$ cat config.mk
export PLATFORM = sky130hd
export DESIGN_NAME = stopwatch
export DESIGN_NICKNAME = d
export VERILOG_FILES = /design/src/rtl/stopwatch_pkg.sv /design/src/rtl/stopwatch_bcd_counter.sv /design/src/rtl/stopwatch.sv
export SDC_FILE = /design/constraint.sdc
export NUM_CORES = 1
export LEC_CHECK = 0
export CORE_ASPECT_RATIO = 0.5
export CORE_MARGIN = 8
export CORE_UTILIZATION = 33
export DETAILED_ROUTE_END_ITERATION = 16
export HOLD_SLACK_MARGIN = 0.02
export PLACE_DENSITY = 0.48
export SYNTH_ARGS = -nofsm -noshare
export SYNTH_HDL_FRONTEND = slang
export SYNTH_SLANG_ARGS = --single-unit
$ cat constraint.sdc
create_clock -name clk -period 2.95 [get_ports clk]
set_input_delay 0.59 -clock clk [delete_from_list [all_inputs] [get_ports clk]]
set_output_delay 0.59 -clock clk [all_outputs]
set_load 0.03 [all_outputs]
$ cat src/rtl/stopwatch_pkg.sv
// Shared encodings and BCD limits for the count-up stopwatch.
package stopwatch_pkg;

    // Controller states; the encodings are fixed so they stay stable in debug views.
    typedef enum logic [1:0] {
        IDLE  = 2'd0,
        RUN   = 2'd1,
        PAUSE = 2'd2
    } sw_state_e;

    // Display selection: centiseconds view or minutes view.
    localparam logic DISP_SS_CC = 1'b0;
    localparam logic DISP_MM_SS = 1'b1;

    // BCD limits: every ones digit tops out at 9, seconds/minutes tens at 5.
    localparam logic [3:0] ONES_MAX     = 4'd9;
    localparam logic [3:0] SEC_TENS_MAX = 4'd5;
    localparam logic [7:0] SEC_MAX_BCD  = {SEC_TENS_MAX, ONES_MAX};  // 59
    localparam logic [7:0] CS_MAX_BCD   = {ONES_MAX, ONES_MAX};      // 99

    // Pack a tens/ones digit pair into one display byte.
    function automatic logic [7:0] bcd_byte(input logic [3:0] tens, input logic [3:0] ones);
        return {tens, ones};
    endfunction

endpackage

$ cat src/rtl/stopwatch_bcd_counter.sv
// Two-digit BCD modulo counter (00 .. TENS_MAX*10+9) with ripple carry.
// carry_out is combinational so a whole cs->sec->min chain advances on one tick.
// hold blocks the register update without masking carry_out, which lets the
// parent detect the terminal count from the carry chain and freeze there.
module bcd_mod_counter
    import stopwatch_pkg::*;
#(
    parameter logic [3:0] TENS_MAX = 4'd9
) (
    input  logic       clk,
    input  logic       reset,
    input  logic       inc,
    input  logic       clr,
    input  logic       hold,
    output logic [3:0] tens,
    output logic [3:0] ones,
    output logic       carry_out
);

    logic [3:0] tens_q, tens_d;
    logic [3:0] ones_q, ones_d;
    logic       at_max;

    assign at_max    = (tens_q == TENS_MAX) && (ones_q == ONES_MAX);
    assign carry_out = inc && at_max;
    assign tens      = tens_q;
    assign ones      = ones_q;

    // Next digit values: clear wins, then increment with ones->tens carry.
    always_comb begin
        tens_d = tens_q;
        ones_d = ones_q;
        if (clr) begin
            tens_d = 4'd0;
            ones_d = 4'd0;
        end else if (inc && !hold) begin
            if (ones_q == ONES_MAX) begin
                ones_d = 4'd0;
                tens_d = at_max ? 4'd0 : tens_q + 4'd1;
            end else begin
                ones_d = ones_q + 4'd1;
            end
        end
    end

    // Digit registers.
    always_ff @(posedge clk or negedge reset) begin
        if (!reset) begin
            tens_q <= 4'd0;
            ones_q <= 4'd0;
        end else begin
            tens_q <= tens_d;
            ones_q <= ones_d;
        end
    end

endmodule

$ cat src/rtl/stopwatch.sv
// Count-up stopwatch, 00:00.00 .. 59:59.99, with start/stop, lap freeze and clear.
// Drives a registered 16-bit BCD word for the seven-segment controller.
// DIV = CLK_HZ/TICK_HZ must be an integer of at least 2.
module stopwatch
    import stopwatch_pkg::*;
#(
    parameter int CLK_HZ  = 100_000_000,
    parameter int TICK_HZ = 100
) (
    input  logic        clk,
    input  logic        reset,
    input  logic        start_stop,
    input  logic        lap,
    input  logic        clear,
    input  logic        disp_sel,
    output logic [15:0] value,
    output logic        running,
    output logic        lap_active,
    output logic        overflow
);

    localparam int DIV = CLK_HZ / TICK_HZ;
    localparam int PW  = (DIV > 1) ? $clog2(DIV) : 1;

    sw_state_e   state_q, state_d;
    logic [PW-1:0] presc_q, presc_d;
    logic        running_q, running_d;
    logic        lap_active_q, lap_active_d;
    logic        overflow_q, overflow_d;
    logic [7:0]  lap_cs_q, lap_cs_d;
    logic [7:0]  lap_sec_q, lap_sec_d;
    logic [7:0]  lap_min_q, lap_min_d;
    logic [15:0] value_q, value_d;

    logic        tick;
    logic        cnt_clr;
    logic        ovf_hit;
    logic        lap_capture;
    logic        cs_carry, sec_carry, min_carry;
    logic [3:0]  cs_tens, cs_ones, sec_tens, sec_ones, min_tens, min_ones;
    logic [7:0]  live_cs, live_sec, live_min;
    logic [7:0]  src_cs, src_sec, src_min;

    // Centisecond tick: last prescaler count while running.
    assign tick    = (state_q == RUN) && (presc_q == PW'(DIV - 1));
    // Counters are only zeroed by clear from PAUSE.
    assign cnt_clr = (state_q == PAUSE) && clear;
    // A carry out of the minutes counter means the tick arrived at 59:59.99.
    assign ovf_hit = min_carry;

    bcd_mod_counter #(.TENS_MAX(CS_MAX_BCD[7:4])) u_cs (
        .clk       (clk),
        .reset     (reset),
        .inc       (tick),
        .clr       (cnt_clr),
        .hold      (ovf_hit),
        .tens      (cs_tens),
        .ones      (cs_ones),
        .carry_out (cs_carry)
    );

    bcd_mod_counter #(.TENS_MAX(SEC_MAX_BCD[7:4])) u_sec (
        .clk       (clk),
        .reset     (reset),
        .inc       (cs_carry),
        .clr       (cnt_clr),
        .hold      (ovf_hit),
        .tens      (sec_tens),
        .ones      (sec_ones),
        .carry_out (sec_carry)
    );

    bcd_mod_counter #(.TENS_MAX(SEC_MAX_BCD[7:4])) u_min (
        .clk       (clk),
        .reset     (reset),
        .inc       (sec_carry),
        .clr       (cnt_clr),
        .hold      (ovf_hit),
        .tens      (min_tens),
        .ones      (min_ones),
        .carry_out (min_carry)
    );

    assign live_cs  = bcd_byte(cs_tens, cs_ones);
    assign live_sec = bcd_byte(sec_tens, sec_ones);
    assign live_min = bcd_byte(min_tens, min_ones);

    // Controller next state; priority clear > start_stop > lap, lower pulses dropped.
    always_comb begin
        state_d      = state_q;
        lap_active_d = lap_active_q;
        overflow_d   = overflow_q;
        lap_capture  = 1'b0;
        case (state_q)
            IDLE: begin
                if (!clear && start_stop) begin
                    state_d = RUN;
                end
            end
            RUN: begin
                if (start_stop) begin
                    state_d = PAUSE;
                end else if (lap) begin
                    if (lap_active_q) begin
                        lap_active_d = 1'b0;
                    end else begin
                        lap_active_d = 1'b1;
                        lap_capture  = 1'b1;
                    end
                end
                if (ovf_hit) begin
                    state_d    = PAUSE;
                    overflow_d = 1'b1;
                end
            end
            PAUSE: begin
                if (clear) begin
                    state_d      = IDLE;
                    lap_active_d = 1'b0;
                    overflow_d   = 1'b0;
                end else if (start_stop) begin
                    state_d = RUN;
                end else if (lap && lap_active_q) begin
                    lap_active_d = 1'b0;
                end
            end
            default: begin
                state_d = IDLE;
            end
        endcase
    end

    // Prescaler: counts only in RUN, holds in PAUSE, zero in/entering IDLE.
    always_comb begin
        presc_d = presc_q;
        if (state_q == RUN) begin
            presc_d = tick ? '0 : presc_q + PW'(1);
        end else if (state_d == IDLE) begin
            presc_d = '0;
        end
    end

    // Lap snapshot of the live count, zeroed together with the counters.
    always_comb begin
        lap_cs_d  = lap_cs_q;
        lap_sec_d = lap_sec_q;
        lap_min_d = lap_min_q;
        if (cnt_clr) begin
            lap_cs_d  = 8'h00;
            lap_sec_d = 8'h00;
            lap_min_d = 8'h00;
        end else if (lap_capture) begin
            lap_cs_d  = live_cs;
            lap_sec_d = live_sec;
            lap_min_d = live_min;
        end
    end

    // Display source and field selection feeding the output register.
    always_comb begin
        src_cs  = lap_active_q ? lap_cs_q  : live_cs;
        src_sec = lap_active_q ? lap_sec_q : live_sec;
        src_min = lap_active_q ? lap_min_q : live_min;
        value_d = {src_sec, src_cs};
        case (disp_sel)
            DISP_SS_CC: value_d = {src_sec, src_cs};
            DISP_MM_SS: value_d = {src_min, src_sec};
            default:    value_d = {src_sec, src_cs};
        endcase
        running_d = (state_d == RUN);
    end

    // State, flag, snapshot and output registers.
    always_ff @(posedge clk or negedge reset) begin
        if (!reset) begin
            state_q      <= IDLE;
            presc_q      <= '0;
            running_q    <= 1'b0;
            lap_active_q <= 1'b0;
            overflow_q   <= 1'b0;
            lap_cs_q     <= 8'h00;
            lap_sec_q    <= 8'h00;
            lap_min_q    <= 8'h00;
            value_q      <= 16'h0000;
        end else begin
            state_q      <= state_d;
            presc_q      <= presc_d;
            running_q    <= running_d;
            lap_active_q <= lap_active_d;
            overflow_q   <= overflow_d;
            lap_cs_q     <= lap_cs_d;
            lap_sec_q    <= lap_sec_d;
            lap_min_q    <= lap_min_d;
            value_q      <= value_d;
        end
    end

    assign value      = value_q;
    assign running    = running_q;
    assign lap_active = lap_active_q;
    assign overflow   = overflow_q;

endmodule

## Word-level counts from Yosys, hierarchy flattened

Cells that the tools add are included.

- Bits in registers: 89
- Bits of input ports: 6
- Output and inout port bits: 19
- Word-level logic and storage cells: 123

- Reduce and logical (&&, ||, !) cells: 31
- Muxes and demuxes: 53
- $add $sub $neg: 7
- Bitwise gates (word level): 1
- Equal/unequal tests: 16

Operators by type and width:

| operator | number |
|---|---|
| two-way mux 4 bit | 21 |
| two-way mux 8 bit | 9 |
| two-way mux 20 bit | 3 |
| one-hot mux 16 bit (2 select lines) | 1 |
| adder 4 x 1 -> 4 bit, second input constant | 6 |
| adder 20 x 1 -> 20 bit, second input constant | 1 |
| == test 20 bit, second input constant | 1 |
| nonzero test 2 bit | 9 |
| == test 4 bit, second input constant | 4 |
| logical AND 1 bit | 13 |
| two-way mux 1 bit | 11 |
| two-way mux 2 bit | 5 |
| == test 4 x 3 -> 1 bit, second input constant | 2 |
| inequality test 2 bit, second input constant | 3 |
| one-hot mux 2 bit (3 select lines) | 1 |
| AND reduction 2 bit | 3 |
| AND reduction 5 bit | 1 |
| == test 2 x 1 -> 1 bit, second input constant | 2 |
| logical NOT 2 bit | 2 |
| one-hot mux 1 bit (2 select lines) | 2 |
| inequality test 3 x 2 -> 1 bit, second input constant | 1 |
| inequality test 3 bit, second input constant | 1 |
| AND reduction 3 bit | 1 |
| == test 2 bit, second input constant | 1 |
| other kinds (3) | 4 |

## Depth between registers and ports, before layout

- Depth in word-level cells: 10
- Gate-level depth with buffers: 9
- Gate-level depth less buffers: 7

## By module

Synthesis repeated with hierarchy kept, for this count alone.

- Cell total of the unflattened synthesis: 466
- Area total of the unflattened synthesis: 4729.5 µm²

By module, submodules not included:

| module | cells an instance | instances | area each (µm²) |
|---|---|---|---|
| stopwatch | 306 | 1 | 3233.1 |
| bcd_mod_counter at u_min ... | 53 | 2 | 498.0 |
| bcd_mod_counter at u_cs | 54 | 1 | 500.5 |

## Worst setup path before layout

Ideal clock, no wire load.

- Kind: register to register
- Start point: register state_q[1]
- End point: register running_q, in the netlist running
- Slack: 0.832 ns
- Arrival: 1.996 ns
- Data required time: 2.828 ns
- Buffers on the path: 2
- Period minus slack after synthesis: 2.118 ns
- Cell stages (with the launch flop): 10
- Cell sequence: dfrtp_1 > inv_1 > ha_1 > buf_4 > nand4b_1 > or2_0 > buf_2 > o41ai_2 > nor2_1 > a32o_1

- Word-level cells in the longest chain between the ends: 8
- Elaborated cells between the ends (all ways): 14

Ends and longest elaborated chain:

| what | RTL line | source |
|---|---|---|
| start, declared | stopwatch.sv:25 | `sw_state_e state_q, state_d;` |
| start signal, assigned | stopwatch.sv:186 | `state_q <= state_d;` |
| == test 2 x 1 -> 1 bit | stopwatch.sv:45, stopwatch.sv:94 |  |
| logical AND 1 bit | stopwatch.sv:45 | `assign tick = (state_q == RUN) && (presc_q == PW'(DIV - 1));` |
| logical AND 1 bit (3 in a row) | stopwatch_bcd_counter.sv:25 | `assign carry_out = inc && at_max;` |
| two-way mux 2 bit | stopwatch.sv:111 | `if (ovf_hit) begin` |
| one-hot mux 2 bit (3 select lines) * | stopwatch.sv:94 | `case (state_q)` |
| == test 2 x 1 -> 1 bit * | stopwatch.sv:170 | `running_d = (state_d == RUN);` |
| via running_d | stopwatch.sv:27 | `logic running_q, running_d;` |
| end signal, assigned | stopwatch.sv:188 | `running_q <= running_d;` |
| end, declared | stopwatch.sv:27 |  |

The timed path passes the listed nets; every way through them passes the cells marked *.
A chain may end at the register's enable or synchronous reset.

## Worst setup path after layout

- Start point: register presc_q[0]
- End point: register u_min.tens_q[2], in the netlist u_min.tens[2]

- Word-level cells in the longest chain between the ends: 9

Ends and longest elaborated chain:

| what | RTL line | source |
|---|---|---|
| start, declared | stopwatch.sv:26 | `logic [PW-1:0] presc_q, presc_d;` |
| start signal, assigned | stopwatch.sv:187 | `presc_q <= presc_d;` |
| == test 20 bit * | stopwatch.sv:45 |  |
| logical AND 1 bit * | stopwatch.sv:45 |  |
| logical AND 1 bit * (2 in a row) | stopwatch_bcd_counter.sv:25 |  |
| logical AND 1 bit | stopwatch_bcd_counter.sv:25 |  |
| logical NOT 1 bit | stopwatch_bcd_counter.sv:36 | `end else if (inc && !hold) begin` |
| logical AND 1 bit * | stopwatch_bcd_counter.sv:36 |  |
| nonzero test 2 bit (no line) * | n/a |  |
| AND reduction 2 bit (no line) * | n/a |  |
| end signal, assigned | stopwatch_bcd_counter.sv:52 | `tens_q <= tens_d;` |
| end, declared | stopwatch_bcd_counter.sv:20 | `logic [3:0] tens_q, tens_d;` |

Every way passes the cells marked *; elsewhere a longest branch is shown, timed or not.

==> summary.txt <==
Global routing
  • First-pass GRT wire length: between 20000 and 25000 µm
  • Gr usage total: 0.1336
  • Vias in the first global route: between 3k and 4k
  • GRT overflow: 0
  • Largest net degree at the start of global routing: 54
  • Initial antenna violation count: 0

Power and ir drop
  • Psw: 1.543 mW
  • Comb pwr share: 0.329
  • Clock share of power: 0.271
  • Pint: 2.766 mW
  • Leak Pwr: about 2.3 nW
  • Maximum vdd drop: 0.2378 mV
  • Power per Cell Area: 766.8 nW/µm²
  • Switching Fraction: 0.3582
  • Sequential Power Share: 0.401

STA
  • Worst Tran Pin Value: 0.9336 ns
  • Setup TNS: 0 ns
  • Pins Over Slew Limit: 0
  • Endpoints failing hold: 0
  • Fin Clk Skew: 0.01071 ns
  • Final period util: 0.8324
  • Final setup violation count: 0
  • Hold Worst Slack: between 0.3 and 0.4 ns
  • RSZ-0062 raised after global routing: no
  • Slew headroom: 0.3776
  • Tmin final: 2.455 ns
  • Max frequency: ~410 MHz

Synthesis
  • Cells after synthesis: 477
  • Seq/Total Area, Yosys: 0.4615
  • #FFs+latches synth: between 80 and 90
  • Synth warn: 0
  • Fraction of registers with async set/reset: 1.000
  • Main flop type after synthesis: dfrtp_1
  • Synthesized area: ~4800 µm²
  • Post-synth EDFFs: 0
  • Syn Nets: 500
  • Mean Syn Cell Area: 10.12 µm²
  • Yosys cell types: between 60 and 70

Worst setup path
  • Reg2reg end: u_min.tens[2]$_DFFE_PN0P_
  • Path depth of the worst reg2reg path: 6
  • Critical R2R Launch: presc_q[0]$_DFFE_PN0P_
  • CP arrival: between 2 and 3 ns
  • Worst endpoint required time: between 3 and 4 ns
  • WS Path Type: reg -> reg
  • Reg-to-reg setup timing slack: a little under 0.5 ns
  • CP Max Fanout: 6
  • Crit. End Element: flip-flop
  • CP startpoint kind: flip-flop
  • Setup crit start: presc_q[0]$_DFFE_PN0P_
  • CP endpoint: u_min.tens[2]$_DFFE_PN0P_

Floorplanning
  • Initial Util: 0.3354
  • Die Ht: 101.5 µm
  • Core Footprint: approximately 14000 µm²
  • Die area: between 15000 and 20000 µm²
  • Row count: 31
  • I/O pin count: 25
  • Die X: around 190 µm

Detailed routing
  • Vias post-DR: ~3.7k
  • Routed Antenna Nets: 0
  • DR iter-0 viols: roughly 340
  • Post-Route WL: approximately 12000 µm
  • Routed len/inst: 16.62 µm
  • Via density: about 5.3
  • DRC: 0
  • 1st-pass router iterations: 5

Clocking
  • Hold buffer count at CTS: 0
  • CTS Buf Count: 9
  • # clock sinks: 89
  • Resize count post-CTS: 0
  • Clock Latency Late Sink: approximately 0.34 ns
  • Clock-pin slew on the worst setup and hold paths: 0.06 ns
  • Root Buffer Master: clkbuf_16
  • Clk buf depth: 2
  • Setup Buffers After CTS: 0
  • H-tree depth: 3
  • CTS tree: built

Layout
  • Antenna Diode Count: 0
  • Area Growth Syn to Fin: 16.44%
  • Post-route cell area: 5619 µm²
  • Nets: approximately 530
  • Share of layout cells above drive strength 1: 0.1198

Place
  • Buffers on Ports: 24
  • Placed inst area: 5321 µm²
  • GP Congestion: roughly 0.8
  • Dpl hpwl: ~8200 µm

Job
  • Max-cap violation count: 0

Hold path
  • Min-delay worst type: in -> async

Outcome
  • Outcome: finished, final reports clean
==> flip-flops by register name, summed over array words and instances (netlist names), 2 cells and up <==
signal and flops:
presc_q 20, value 16, lap_cs_q 8, lap_min_q 8, lap_sec_q 8, u_cs.ones 4
u_cs.tens 4, u_min.ones 4, u_min.tens 4, u_sec.ones 4, u_sec.tens 4, state_q 2
==> logic make-up after synthesis <==
family / after synthesis / share of synthesized area
muxes: 22 / 0.08789
DFF: 89 / 0.4615
buffers and inverters: 41 / 0.03889
and+or+nand+nor: 189 / 0.2123
adders and majority gates: 17 / 0.04407
AOI/OAI and AO/OA: 118 / 0.1535
xor gates and xnor gates: 1 / 0.001815
==> worst max-delay path, stage by stage (launching register included) <==
cell	delay [ns]
dfrtp_1	0.42
ha_1	0.27
nand4b_1	0.19
or2_0	0.40
nor4_1	0.73
a31oi_1	0.18
nor3_1	0.19
==> power groups by stage <==
stage | clock [mW] | combinational, mW | sequential, mW
2_1_floorplan | 0 | 0.844 | 1.82
6_report | 1.17 | 1.42 | 1.73
4_1_cts | 1.20 | 1.44 | 1.73
3_3_place_gp | 0 | 1.43 | 1.75
3_5_place_dp | 0 | 1.43 | 1.75
5_1_grt | 1.25 | 1.58 | 1.77
==> synth_stat cells (all sizes together) (2+ instances only) <==
master	n	area share
inv	18	0.014
o41ai	2	0.0052
mux2	3	0.0070
o211ai	2	0.0060
or4	11	0.017
nand4	14	0.021
nand3	16	0.019
and2	6	0.0078
o31ai	8	0.012
mux2i	3	0.0062
a41o	2	0.0041
and3b	4	0.0073
nor3	9	0.012
clkbuf	12	0.0093
nand3b	3	0.0073
o21ai	23	0.024
nand2	82	0.064
or3	10	0.014
a211oi	2	0.0041
or2	2	0.0026
and4	2	0.0036
ha	17	0.044
a22o	2	0.0036
nor4b	2	0.0049
a31oi	7	0.0091
mux4	16	0.075
nor4	3	0.0070
a21oi	54	0.057
buf	11	0.016
a21o	6	0.0093
dfrtp	89	0.46
nor2	20	0.017
a32o	3	0.0062
==> cell usage in the layout (no fill, tap or decap), types with 3 or more instances in the layout <==
cell,n
a21o_1,6
nor2_1,19
clkbuf_16,9
o21ai_0,22
inv_1,18
o31ai_1,8
a31oi_1,7
buf_4,15
a32o_1,3
and2_1,5
clkdlybuf4s50_1,23
or3_1,9
or4_1,11
ha_1,17
and3b_1,4
mux2_1,3
nand4_1,13
nand3_1,14
dfrtp_1,89
a21oi_1,53
nor3_1,7
mux4_2,16
nand2_1,82
mux2i_1,3
==> cell type report <==
type	count	area, µm²
fillers	1400	8771
multi-input cells	347	2416
flip-flops and latches	89	2227
repair buffers	39	362.8
well taps	198	247.7
clock buffers	12	246.5
inverters	18	67.56
clock inverters	4	51.30
==> per-stage QoR <==
stage          setup WS (ns)    util  instances  total power, mW
3_5_place_dp          0.5088  0.3698        691            3.185
5_1_grt               0.2736  0.3905        707            4.599
3_3_place_gp          0.5364  0.3698        691            3.177
2_1_floorplan         0.8325       -        477            2.664
4_1_cts               0.5210  0.3905        707            4.366
6_report              0.4945  0.3905        707            4.309
==> worst min-delay path by stage <==
stage / start / endpoint / slack (ns)
after detailed placement: presc_q[18]$_DFFE_PN0P_ / presc_q[18]$_DFFE_PN0P_ / 0.47
after floorplan: reset / lap_active$_DFFE_PN0P_ / 0.29
after CTS: reset / u_min.ones[1]$_DFFE_PN0P_ / 0.34
after global routing: reset / value[13]$_DFF_PN0_ / 0.36
final: reset / value[12]$_DFF_PN0_ / 0.30
after global placement: presc_q[19]$_DFFE_PN0P_ / presc_q[19]$_DFFE_PN0P_ / 0.47
==> per-layer routing <==
metal,global-route usage,up-vias,wire (µm)
li1,-,1808,-
met1,0.1902,1852,6058
met2,0.2009,68,5070
met3,0.03127,10,503
met4,0.03639,0,121
met5,0,-,0
(Power assumes the default switching activity.)
